==> src/rtl/xrq_dispatch_ctrl_pkg.sv <==
// Shared NOU types and XRQ entry layout for the XRQ dispatch controller.
// Entry layout from LSB: valid, sid, cmd, then the UOV unit mask in the MSBs.
package nou_pkg;

  localparam int NOU_SID_WIDTH      = 4;
  localparam int NOU_XOCC_CMD_WIDTH = 6;
  localparam int NOU_UOV_SIZE       = 5;

  localparam int UNIT_IRR   = 0;
  localparam int UNIT_BRR   = 1;
  localparam int UNIT_PWRR  = 2;
  localparam int UNIT_SPIDR = 3;
  localparam int UNIT_SPRR  = 4;

  localparam int XRQ_VALID_LSB = 0;
  localparam int XRQ_SID_LSB   = XRQ_VALID_LSB + 1;
  localparam int XRQ_CMD_LSB   = XRQ_SID_LSB + NOU_SID_WIDTH;
  localparam int XRQ_UOV_LSB   = XRQ_CMD_LSB + NOU_XOCC_CMD_WIDTH;
  localparam int XRQ_ENTRY_W   = XRQ_UOV_LSB + NOU_UOV_SIZE;

  typedef enum logic {
    XRQ_DISP_IDLE  = 1'b0,
    XRQ_DISP_ISSUE = 1'b1
  } xrq_disp_state_e;

endpackage

==> src/rtl/xrq_dispatch_ctrl_timer.sv <==
// Stall watchdog for the XRQ dispatcher; only built with NOU_XRQ_DISP_TIMEOUT_EN.
// o_expire fires on the stalled cycle in which the count would reach all-ones.
`ifdef NOU_XRQ_DISP_TIMEOUT_EN
module xrq_disp_timer #(
  parameter int TIMEOUT_W = 10
) (
  input  logic clk,
  input  logic rstn,
  input  logic i_clr,
  input  logic i_inc,
  output logic o_expire
);

  logic [TIMEOUT_W-1:0] r_cnt;

  assign o_expire = i_inc & (r_cnt == {{(TIMEOUT_W-1){1'b1}}, 1'b0});

  // Stall counter: cleared by load/accept and by its own expiry.
  always_ff @(posedge clk or negedge rstn) begin
    if (!rstn) begin
      r_cnt <= {TIMEOUT_W{1'b0}};
    end else if (i_clr | o_expire) begin
      r_cnt <= {TIMEOUT_W{1'b0}};
    end else if (i_inc) begin
      r_cnt <= r_cnt + {{(TIMEOUT_W-1){1'b0}}, 1'b1};
    end else begin
      r_cnt <= r_cnt;
    end
  end

endmodule
`endif

==> src/rtl/xrq_dispatch_ctrl.sv <==
// XRQ -> NOU decode dispatcher: holds one entry until every unit in its UOV mask accepts.
// Optional stall timeout is enabled by defining NOU_XRQ_DISP_TIMEOUT_EN.
module xrq_dispatch_ctrl
  import nou_pkg::*;
#(
  parameter int ENTRY_W   = XRQ_ENTRY_W,
  parameter int NUM_UNITS = NOU_UOV_SIZE,
  parameter int TIMEOUT_W = 10
) (
  input  logic                     clk,
  input  logic                     rstn,
  input  logic                     disp_en,
  input  logic                     xrq_empty,
  input  logic [ENTRY_W-1:0]       xrq_head,
  output logic                     xrq_pop,
  output logic                     rd_port_vld,
  output logic [ENTRY_W-1:0]       entry_out,
  input  logic [NUM_UNITS-1:0]     unit_rdy,
  output logic                     drop_pulse,
  output logic                     err_timeout,
  output logic [NOU_SID_WIDTH-1:0] err_sid,
  output logic [NUM_UNITS-1:0]     err_mask,
  output logic                     idle
);

  localparam int UOV_LSB = ENTRY_W - NUM_UNITS;

  xrq_disp_state_e      r_state;
  logic [NUM_UNITS-1:0] r_pending;
  logic [UOV_LSB-1:0]   r_body;
  logic                 r_drop;

  logic                 w_in_issue;
  logic                 w_head_ok;
  logic                 w_last_accept;
  logic                 w_expire;
  logic                 w_load;
  logic [NUM_UNITS-1:0] w_head_mask;
  logic [NUM_UNITS-1:0] w_pend_next;

  assign w_head_mask   = xrq_head[ENTRY_W-1:UOV_LSB];
  assign w_head_ok     = xrq_head[XRQ_VALID_LSB] & (|w_head_mask);
  assign w_in_issue    = (r_state == XRQ_DISP_ISSUE);
  assign w_pend_next   = r_pending & ~unit_rdy;
  assign w_last_accept = w_in_issue & (w_pend_next == {NUM_UNITS{1'b0}});
  // Reload on the final accept keeps a fully-ready stream at one entry per cycle.
  assign w_load        = disp_en & ~xrq_empty & (~w_in_issue | w_last_accept) & ~w_expire;

  assign xrq_pop     = w_load;
  assign rd_port_vld = w_in_issue;
  assign entry_out   = {r_pending, r_body};
  assign drop_pulse  = r_drop;
  assign idle        = (r_state == XRQ_DISP_IDLE) & (r_pending == {NUM_UNITS{1'b0}});

  // Dispatch FSM: load/drop the head, shrink the pending mask, retire on completion or timeout.
  always_ff @(posedge clk or negedge rstn) begin
    if (!rstn) begin
      r_state   <= XRQ_DISP_IDLE;
      r_pending <= {NUM_UNITS{1'b0}};
      r_body    <= {UOV_LSB{1'b0}};
      r_drop    <= 1'b0;
    end else begin
      r_drop <= 1'b0;
      if (w_load) begin
        if (w_head_ok) begin
          r_state   <= XRQ_DISP_ISSUE;
          r_pending <= w_head_mask;
          r_body    <= xrq_head[UOV_LSB-1:0];
        end else begin
          r_state   <= XRQ_DISP_IDLE;
          r_pending <= {NUM_UNITS{1'b0}};
          r_drop    <= 1'b1;
        end
      end else if (w_expire) begin
        r_state   <= XRQ_DISP_IDLE;
        r_pending <= {NUM_UNITS{1'b0}};
      end else if (w_in_issue) begin
        r_pending <= w_pend_next;
        if (w_pend_next == {NUM_UNITS{1'b0}}) begin
          r_state <= XRQ_DISP_IDLE;
        end else begin
          r_state <= XRQ_DISP_ISSUE;
        end
      end else begin
        r_state <= r_state;
      end
    end
  end

`ifdef NOU_XRQ_DISP_TIMEOUT_EN
  logic                     w_any_accept;
  logic                     r_err_timeout;
  logic [NOU_SID_WIDTH-1:0] r_err_sid;
  logic [NUM_UNITS-1:0]     r_err_mask;

  assign w_any_accept = w_in_issue & (|(r_pending & unit_rdy));

  xrq_disp_timer #(
    .TIMEOUT_W (TIMEOUT_W)
  ) u_timer (
    .clk      (clk),
    .rstn     (rstn),
    .i_clr    (w_load | w_any_accept),
    .i_inc    (w_in_issue & ~w_any_accept),
    .o_expire (w_expire)
  );

  // Error report: pulse plus the sid and units that never accepted.
  always_ff @(posedge clk or negedge rstn) begin
    if (!rstn) begin
      r_err_timeout <= 1'b0;
      r_err_sid     <= {NOU_SID_WIDTH{1'b0}};
      r_err_mask    <= {NUM_UNITS{1'b0}};
    end else begin
      r_err_timeout <= w_expire;
      if (w_expire) begin
        r_err_sid  <= r_body[XRQ_SID_LSB +: NOU_SID_WIDTH];
        r_err_mask <= r_pending;
      end else begin
        r_err_sid  <= r_err_sid;
        r_err_mask <= r_err_mask;
      end
    end
  end

  assign err_timeout = r_err_timeout;
  assign err_sid     = r_err_sid;
  assign err_mask    = r_err_mask;
`else
  logic w_unused_cfg;

  assign w_expire     = 1'b0;
  assign err_timeout  = 1'b0;
  assign err_sid      = {NOU_SID_WIDTH{1'b0}};
  assign err_mask     = {NUM_UNITS{1'b0}};
  assign w_unused_cfg = (TIMEOUT_W > 0);
`endif

endmodule

==> config.mk <==
export PLATFORM = sky130hd
export DESIGN_NAME = xrq_dispatch_ctrl
export DESIGN_NICKNAME = d
export VERILOG_FILES = /design/src/rtl/xrq_dispatch_ctrl_pkg.sv /design/src/rtl/xrq_dispatch_ctrl_timer.sv /design/src/rtl/xrq_dispatch_ctrl.sv
export SDC_FILE = /design/constraint.sdc
export NUM_CORES = 1
export LEC_CHECK = 0
export CORE_ASPECT_RATIO = 0.7
export CORE_UTILIZATION = 33
export CTS_CLUSTER_DIAMETER = 200
export DETAILED_ROUTE_END_ITERATION = 8
export HOLD_SLACK_MARGIN = 0.05
export PLACE_DENSITY_LB_ADDON = 0.2
export SETUP_SLACK_MARGIN = 0.2
export SLEW_MARGIN = 20
export SYNTH_ARGS = -nofsm -noshare
export SYNTH_HDL_FRONTEND = slang
export SYNTH_SLANG_ARGS = --single-unit
==> constraint.sdc <==
create_clock -name clk -period 1.8 [get_ports clk]
set_clock_uncertainty 0.05 [all_clocks]
set_input_delay 0.45 -clock clk [delete_from_list [all_inputs] [get_ports clk]]
set_output_delay 0.45 -clock clk [all_outputs]
set_load 0.05 [all_outputs]
Word-level counts from Yosys, hierarchy flattened
Cells that the tools add are included.

Register bits: 18.

Muxes and demuxes: 9. Bitwise gates (word level): 10. Reduce and logical (&&, ||, !) cells: 5.

Operators with widths (number): two-way mux 5 bit (3); zero test 5 bit (2); two-way mux 1 bit (6); bitwise AND 1 bit (5); bitwise AND 5 bit (1); inverter 5 bit (1); OR reduction 5 bit (1); inverter 1 bit (2); AND reduction 2 bit (1); nonzero test 2 bit (1); OR 1 bit (1).

Longest topological paths before layout
Gate-level depths: netlist of the first run.

Depth after elaboration: 7. Mapped depth: 7.

Least setup slack after synthesis of the first run
OpenSTA, ideal clock, no wires.

Path type: flip-flop to output port. From: reg r_state (netlist: rd_port_vld). To: out idle. Stages on the path, launching flop included: 4. Path buffers: 1. Data required time: 1.300 ns. Slack: -1.023 ns. Data arrival time: 2.323 ns. Path through: dfrtp_1 -> clkbuf_1 -> or4_1 -> nor3_1.

Cells in the longest elaborated chain, start to end: 2.

RTL lines: start, declared (RTL line xrq_dispatch_ctrl.sv:28) `xrq_disp_state_e r_state;`; start signal, assigned (RTL line xrq_dispatch_ctrl.sv:85) `r_state <= r_state;`; inverter 1 bit (RTL line xrq_dispatch_ctrl.sv:53) `assign idle = (r_state == XRQ_DISP_IDLE) & (r_pending == {NUM_UNITS{1'b0}});`; bitwise AND 1 bit (RTL line xrq_dispatch_ctrl.sv:53); end, declared (RTL line xrq_dispatch_ctrl.sv:23) `output logic idle`.

Every way passes these cells.

Worst setup path in the final report of the first run
From: reg r_pending[3]. To: out xrq_pop.

Cells in the longest elaborated chain, start to end: 5.

RTL lines: start, declared (RTL line xrq_dispatch_ctrl.sv:29) `logic [NUM_UNITS-1:0] r_pending;`; start signal, assigned (RTL line xrq_dispatch_ctrl.sv:59) `r_pending <= {NUM_UNITS{1'b0}};`; start signal, assigned (RTL line xrq_dispatch_ctrl.sv:67) `r_pending <= w_head_mask;`; start signal, assigned (RTL line xrq_dispatch_ctrl.sv:71) `r_pending <= {NUM_UNITS{1'b0}};`; bitwise AND 5 bit (RTL line xrq_dispatch_ctrl.sv:44) `assign w_pend_next = r_pending & ~unit_rdy;`; zero test 5 bit (RTL line xrq_dispatch_ctrl.sv:45) `assign w_last_accept = w_in_issue & (w_pend_next == {NUM_UNITS{1'b0}});`; bitwise AND 1 bit (RTL line xrq_dispatch_ctrl.sv:45); OR 1 bit (RTL line xrq_dispatch_ctrl.sv:47) `assign w_load = disp_en & ~xrq_empty & (~w_in_issue | w_last_accept) & ~w_expire;`; bitwise AND 1 bit (RTL line xrq_dispatch_ctrl.sv:47); end, declared (RTL line xrq_dispatch_ctrl.sv:15) `output logic xrq_pop,`.

Every way passes these cells.

==> load_flow_metrics.sql, run 1 <==
INSERT INTO impl_metrics (metric_group, metric, value, unit) VALUES
('run_status', 'outcome', 'finished, violations left', ''),
('run_status', 'violations', 'setup timing', ''),
('power_and_ir_drop', 'report.power.total', '2.69', 'mW'),
('sta', 'setup_viol', '12', ''),
('cells_and_area', 'synthToLayoutAreaGrowth', '83.6', '%'),
('cells_and_area', 'stdcell_count', '180', ''),
('routing', 'totalWireLength', '2340', 'um'),
('cells_and_area', 'multiInputGateArea', '455', 'sq um'),
('placement', 'dpl.cell_count', '171', ''),
('cells_and_area', 'finalInstanceArea', '1670', 'sq um'),
('floorplanning', 'die_area', '2970', 'sq um'),
('synthesis', 'yosys.area.top_type', 'dfrtp_1', ''),
('cells_and_area', 'n_fill_cell', '209', ''),
('power_and_ir_drop', 'power.sequential.fraction', '0.243', ''),
('power_and_ir_drop', 'cellLeakagePower', '0.804', 'nW'),
('floorplanning', 'ioPinCount', '55', ''),
('power_and_ir_drop', 'ir_drop', '686', 'uV'),
('routing', 'route.antenna.remaining_nets', '0', ''),
('power_and_ir_drop', 'p_per_area', '1610', 'nW/um^2'),
('cts', 'cts.sink_count', '18', ''),
('global_routing', 'first_global_vias', '806', ''),
('sta', 'grt_setup_unrepaired', 'yes', ''),
('sta', 'final_cycle_share', '1.14', ''),
('routing', 'routed-via-count', '792', ''),
('setup_path', 'reg2reg_setup_slack', '-0.18', 'ns'),
('power_and_ir_drop', 'switchingPower', '1.20', 'mW'),
('synthesis', 'ys_ff_latch', '18', ''),
('floorplanning', 'core_area', '2530', 'sq um'),
('run', 'cap_violations', '0', ''),
('global_routing', 'grt_first_pass_wirelength', '3610', 'um'),
('routing', 'detailedRoute.firstPassIterationCount', '4', ''),
('cells_and_area', 'antennaDiodeCount', '0', ''),
('floorplanning', 'die_w', '64.8', 'um'),
('setup_path', 'worst_setup_path_startpoint', 'r_pending[3]', ''),
('cts', 'cts_made_buffers', '3', ''),
('synthesis', 'post_synth_instance_area', '910', 'sq um'),
('sta', 'finalHoldViolations', '0', ''),
('cts', 'cts_root_buffer', 'clkbuf_8', ''),
('hold_path', 'worstHoldStart', 'xrq_head[15]', ''),
('power_and_ir_drop', 'clockPowerShare', '0.122', ''),
('cts', 'clk-insertion-delay-late', '0.25', 'ns'),
('synthesis', 'proportion_of_synthesized_chip_area_in_sequential_cells', '0.495', ''),
('synthesis', 'synth-warning-count', '0', ''),
('global_routing', 'largest_net_degree_at_the_start_of_global_routing', '19', ''),
('global_routing', 'grt_antenna_before_repair', '0', ''),
('synthesis', 'synth_area_per_cell', '11.7', 'sq um'),
('setup_path', 'worstReg2RegStart', 'r_pending[3]', ''),
('global_routing', 'global_route_congestion_overflow_total', '0', ''),
('routing', 'post_drt_via_cell_ratio', '4.40', ''),
('sta', 'final_period_minus_worst_setup_slack', '2.05', 'ns'),
('cts', 'cts_tree', 'yes', ''),
('sta', 'fmax', '488', 'MHz'),
('setup_path', 'timing_worst_setup_path_type', 'flop to output port', ''),
('hold_path', 'worstHoldPathType', 'input pin to flop', ''),
('floorplanning', 'initial_utilization', '0.359', ''),
('sta', 'final.setup.worst_slack', '-0.248', 'ns'),
('setup_path', 'cp_data_arrival_time', '1.55', 'ns'),
('placement', 'port_buffers', '44', ''),
('setup_path', 'startpoint_type', 'flop', ''),
('routing', 'wl_per_cell', '13.0', 'um'),
('power_and_ir_drop', 'power_frac_comb', '0.635', ''),
('cts', 'htree_levels', '1', ''),
('setup_path', 'critPathRequiredTime', '1.30', 'ns'),
('synthesis', 'synth.top_cell.area_share', '0.495', ''),
('setup_path', 'end_kind', 'output port', ''),
('cells_and_area', 'drive_gt1_frac', '0.562', ''),
('synthesis', 'yosys.cell_types.count', '25', ''),
('cts', 'clkSlewWorstSetupHoldPaths', '0.07', 'ns'),
('setup_path', 'timing.critical_path.fanout_max', '3', ''),
('cts', 'clock_path_buffers', '2', ''),
('synthesis', 'synthTopCellsByArea', 'dfrtp_1, mux2_4, buf_4, mux2_2, nand2_1', '');
[cell type report]
type                       count  area share
sequential                    18       0.273
tap                           34      0.0255
inverter                       3     0.00674
clock buffer                   4      0.0330
multi-input combinational     53       0.273
timing repair buffer          68       0.389
[critical path: stages, from the launching register on]
cell and delay (ns):
dfrtp_2 0.41, a222oi_1 0.34, buf_4 0.18, o2bb2ai_4 0.11, buf_6 0.13, buf_12 0.13
[metrics by stage]
stage | TNS [ns] | hold slack, ns
CTS | -0.922 | 0.371
global route | -3.42 | 0.358
detailed placement | -9.33 | 0.410
floorplan | -5.71 | 0.104
global placement | -9.13 | 0.411
finish | -2.06 | 0.361
[layout by cell type, fill, tap and decap left out, types with 2 or more instances in the layout]
| cell | n |
|---|---|
| a32o_1 | 2 |
| buf_12 | 5 |
| buf_2 | 2 |
| buf_4 | 31 |
| buf_6 | 10 |
| clkbuf_8 | 4 |
| clkdlybuf4s15_1 | 2 |
| clkdlybuf4s50_1 | 13 |
| conb_1 | 10 |
| dfrtp_1 | 13 |
| dfrtp_2 | 5 |
| dlygate4sd2_1 | 5 |
| inv_1 | 3 |
| mux2_4 | 10 |
| nand2_1 | 9 |
| nand3_2 | 3 |
| nor2b_2 | 2 |
| o21ai_1 | 3 |
[state kept, by name, summed over array words and instances (netlist names)]
register,flops
drop_pulse,1
r_body,11
r_pending,5
rd_port_vld,1
[cells by family after synthesis]
| logic type | count (synthesis) | share of synthesized area |
|---|---|---|
| AO/OA/AOI/OAI | 8 | 0.0756 |
| buffers and inverters | 16 | 0.133 |
| flip-flops | 18 | 0.495 |
| multiplexers | 10 | 0.149 |
| other | 1 | 0.00412 |
| AND/OR/NAND/NOR | 25 | 0.143 |
[synthesized netlist by cell type]
| library cell | n |
|---|---|
| dfrtp_1 | 18 |
| buf_4 | 10 |
| nand2_1 | 9 |
| mux2_4 | 6 |
| mux2_2 | 4 |
| nand3_1 | 4 |
| inv_1 | 3 |
| a32o_1 | 2 |
| nor2b_1 | 2 |
| nor3_1 | 2 |
| o21ai_0 | 2 |
| or2_2 | 2 |
| or4_1 | 2 |
| a21o_2 | 1 |
| a222oi_1 | 1 |
| and2_2 | 1 |
| buf_12 | 1 |
| buf_6 | 1 |
| clkbuf_1 | 1 |
| conb_1 | 1 |
| nand2b_1 | 1 |
| nor2_1 | 1 |
| nor2b_2 | 1 |
| o21ai_1 | 1 |
| o2bb2ai_2 | 1 |
[power groups by stage]
| stage | sequential, mW | clock (mW) | combinational (mW) |
|---|---|---|---|
| 2_1_floorplan | 1.19 | 0 | 0.462 |
| 3_3_place_gp | 0.646 | 0 | 1.59 |
| 3_5_place_dp | 0.654 | 0 | 1.61 |
| 4_1_cts | 0.653 | 0.337 | 1.67 |
| 5_1_grt | 0.672 | 0.361 | 1.78 |
| 6_report | 0.654 | 0.329 | 1.71 |
[routing by layer]
metal	GRT usage	vias up	wire, um
met1	0.203	371	1020
met5	0	-	0
met3	0.0700	3	178
li1	-	382	-
met4	0.0311	0	8
met2	0.290	36	1130
[worst paths after layout]
| check | endpoint |
|---|---|
| max reg2reg | r_body[4] |
| max in group asynchronous | rd_port_vld |
| min | r_pending[4] |
| min in group asynchronous | r_body[6] |
| min reg2reg | r_body[0] |
| max | xrq_pop |
[timing repair]
item / in CTS / in global routing
setup endpoints to repair: 20 / 20
pin swaps: 9 / 3
buffers inserted: 1 / 4
gates resized for setup: 40 / 9
Note: power is estimated with default switching activity, not from simulation.
==> inputs of run 2 (changes only) <==
ABC_AREA = 0   (was not set)
CORE_ASPECT_RATIO = 1.5   (was 0.7)
SLEW_MARGIN = 25   (was 20)
==> load_flow_metrics.sql, run 2 (same netlist as run 1, synthesis figures left out) <==
INSERT INTO impl_metrics (metric_group, metric, value, unit) VALUES
('sta', 'finalHoldViolations', '0', ''),
('placement', 'place_worst_setup_slack', '-0.615', 'ns'),
('floorplanning', 'initial_utilization', '0.344', ''),
('power_and_ir_drop', 'sw_frac_of_total', '0.446', ''),
('power_and_ir_drop', 'switchingPower', '1.18', 'mW'),
('cts', 'clock_path_buffers', '2', ''),
('cells_and_area', 'n_fill_cell', '234', ''),
('global_routing', 'globalRouteTotalUtil', '0.160', ''),
('setup_path', 'timing_worst_setup_path_type', 'input pin to output port', ''),
('setup_path', 'cp_data_arrival_time', '1.55', 'ns'),
('cells_and_area', 'stdcell_count', '176', ''),
('setup_path', 'timing.critical_path.fanout_max', '2', ''),
('global_routing', 'grt-busiest-layer', 'met2', ''),
('run', 'cap_violations', '0', ''),
('cts', 'cts_root_buffer', 'clkbuf_8', ''),
('cells_and_area', 'nets', '165', ''),
('routing', 'post_drt_via_cell_ratio', '4.39', ''),
('hold_path', 'min_path_cells', '3', ''),
('setup_path', 'reg2reg_setup_slack', '-0.19', 'ns'),
('global_routing', 'global_route_congestion_overflow_total', '0', ''),
('cts', 'clk-insertion-delay-late', '0.25', 'ns'),
('power_and_ir_drop', 'cellLeakagePower', '0.761', 'nW'),
('sta', 'final.setup.worst_slack', '-0.249', 'ns'),
('floorplanning', 'rows', '23', ''),
('routing', 'detailedRoute.firstPassIterationCount', '4', ''),
('cells_and_area', 'synthToLayoutAreaGrowth', '79.0', '%'),
('sta', 'setup_viol', '12', ''),
('hold_path', 'worstHoldPathType', 'input pin to flop', ''),
('cells_and_area', 'postLayoutCoreUtil', '0.615', ''),
('power_and_ir_drop', 'clockPowerShare', '0.124', ''),
('global_routing', 'grtUsageMet3', '0.0355', ''),
('setup_path', 'worstReg2RegStart', 'r_pending[3]', ''),
('hold_path', 'worstHoldStart', 'xrq_head[15]', ''),
('floorplanning', 'ioPinCount', '55', ''),
('cells_and_area', 'finalInstanceArea', '1630', 'sq um'),
('cts', 'cts_tree', 'yes', ''),
('hold_path', 'holdPathEnd', 'r_pending[4]', ''),
('setup_path', 'rr_endpoint', 'r_body[9]', ''),
('cells_and_area', 'layout_common_cells', 'buf_4, dfrtp_1, clkdlybuf4s50_1', ''),
('setup_path', 'critPathRequiredTime', '1.30', 'ns'),
('placement', 'place_area', '1500', 'sq um'),
('sta', 'final_period_minus_worst_setup_slack', '2.05', 'ns'),
('power_and_ir_drop', 'power.sequential.fraction', '0.244', ''),
('placement', 'detailed_place_hpwl', '1630', 'um'),
('setup_path', 'r2r.worst_path.cells', '7', ''),
('cts', 'cts_made_buffers', '3', ''),
('setup_path', 'startpoint_type', 'input pin', ''),
('global_routing', 'grt_antenna_before_repair', '0', ''),
('cells_and_area', 'registers.top_by_ff_count', 'r_body', ''),
('cells_and_area', 'reg_top3', 'r_body (11), r_pending (5)', ''),
('sta', 'setup_tns', '-2.21', 'ns'),
('sta', 'final_cycle_share', '1.14', ''),
('cells_and_area', 'drive_gt1_frac', '0.547', ''),
('cts', 'cts.sink_count', '18', ''),
('global_routing', 'first_global_vias', '733', ''),
('sta', 'grt_setup_unrepaired', 'yes', ''),
('run_status', 'outcome', 'finished, violations left', ''),
('cts', 'cts.hold.buffers_added', '0', ''),
('routing', 'totalWireLength', '2130', 'um'),
('placement', 'port_buffers', '44', ''),
('power_and_ir_drop', 'report.power.total', '2.65', 'mW'),
('sta', 'final_max_slew_viol_count', '0', ''),
('placement', 'dpl.cell_count', '169', ''),
('sta', 'fmax', '488', 'MHz'),
('cts', 'htree_levels', '1', ''),
('routing', 'wl_per_cell', '12.1', 'um'),
('floorplanning', 'core_area', '2650', 'sq um'),
('global_routing', 'grt_use_met2', '0.257', ''),
('routing', 'first_iter_violations', '15', ''),
('floorplanning', 'die_w', '44.9', 'um'),
('global_routing', 'grt_first_pass_wirelength', '3400', 'um'),
('setup_path', 'end_kind', 'output port', ''),
('floorplanning', 'dieHeight', '66.3', 'um'),
('cells_and_area', 'antennaDiodeCount', '0', ''),
('run_status', 'violations', 'setup timing', ''),
('routing', 'routed-via-count', '772', ''),
('global_routing', 'largest_net_degree_at_the_start_of_global_routing', '19', ''),
('floorplanning', 'die_area', '2970', 'sq um'),
('placement', 'gp_congestion', '0.840', ''),
('power_and_ir_drop', 'power_frac_comb', '0.632', ''),
('power_and_ir_drop', 'ir_drop', '758', 'uV'),
('sta', 'hold_slack', '0.381', 'ns'),
('power_and_ir_drop', 'cell_internal_pwr', '1.47', 'mW'),
('cells_and_area', 'most_common_cell_after_layout_fill_and_taps_aside', 'buf_4', ''),
('global_routing', 'global_route.usage.met1', '0.199', ''),
('routing', 'route.antenna.remaining_nets', '0', ''),
('power_and_ir_drop', 'p_per_area', '1630', 'nW/um^2'),
('cells_and_area', 'max_reg_flops', '11', ''),
('routing', 'drc_errors', '0', ''),
('cts', 'clkSlewWorstSetupHoldPaths', '0.07', 'ns');
-- run 2: how the worst max path moves through the flow --
stage            startpoint          to  slack, ns  depth (start not counted)
2_1_floorplan  r_pending[3]  r_body[10]      -0.47                          6
3_3_place_gp    unit_rdy[3]   r_body[8]      -0.59                          8
3_5_place_dp    unit_rdy[3]   r_body[9]      -0.62                          8
4_1_cts        r_pending[3]     xrq_pop      -0.25                          5
5_1_grt        r_pending[3]     xrq_pop      -0.32                          5
6_report        unit_rdy[3]     xrq_pop      -0.25                          7
-- run 2: what timing repair did --
| item | 4_1_cts | 5_1_grt |
|---|---|---|
| gates resized for setup | 31 | 8 |
| pin swaps | 8 | 2 |
| setup buffers | 2 | 1 |
| endpoints found under the setup margin | 20 | 20 |
-- run 2: critical path: stages --
cell             delay, ns
clkdlybuf4s15_1       0.18
inv_1                 0.04
a222oi_1              0.32
buf_4                 0.18
o2bb2ai_4             0.12
buf_6                 0.12
buf_12                0.12
-- run 2: metal layers --
layer / wire, um / vias to the layer above
met5: 0 / -
met4: 24 / 0
met3: 139 / 2
met1: 845 / 368
met2: 1120 / 34
li1: - / 368
-- run 2: final cells by class --
type | instances | area, sq um | area share
clock buffer | 4 | 55.1 | 0.0338
inverter | 3 | 11.3 | 0.00692
multi-input combinational | 53 | 459 | 0.282
sequential | 18 | 457 | 0.281
tap | 37 | 46.3 | 0.0284
timing repair buffer | 61 | 599 | 0.368
-- run 2: power groups by stage --
stage                     registers [mW]  logic, mW  clock network, mW
after floorplan                     1.19      0.462                  0
after global placement             0.645       1.61                  0
after detailed placement           0.654       1.62                  0
after CTS                          0.649       1.66              0.338
after global routing               0.667       1.74              0.358
final                              0.646       1.67              0.329
==> inputs of run 3 (changes only) <==
ABC_AREA = not set   (was 0)
==> results of run 3 <==
No change in the layout: final DEF, timing and power equal those of run 2.
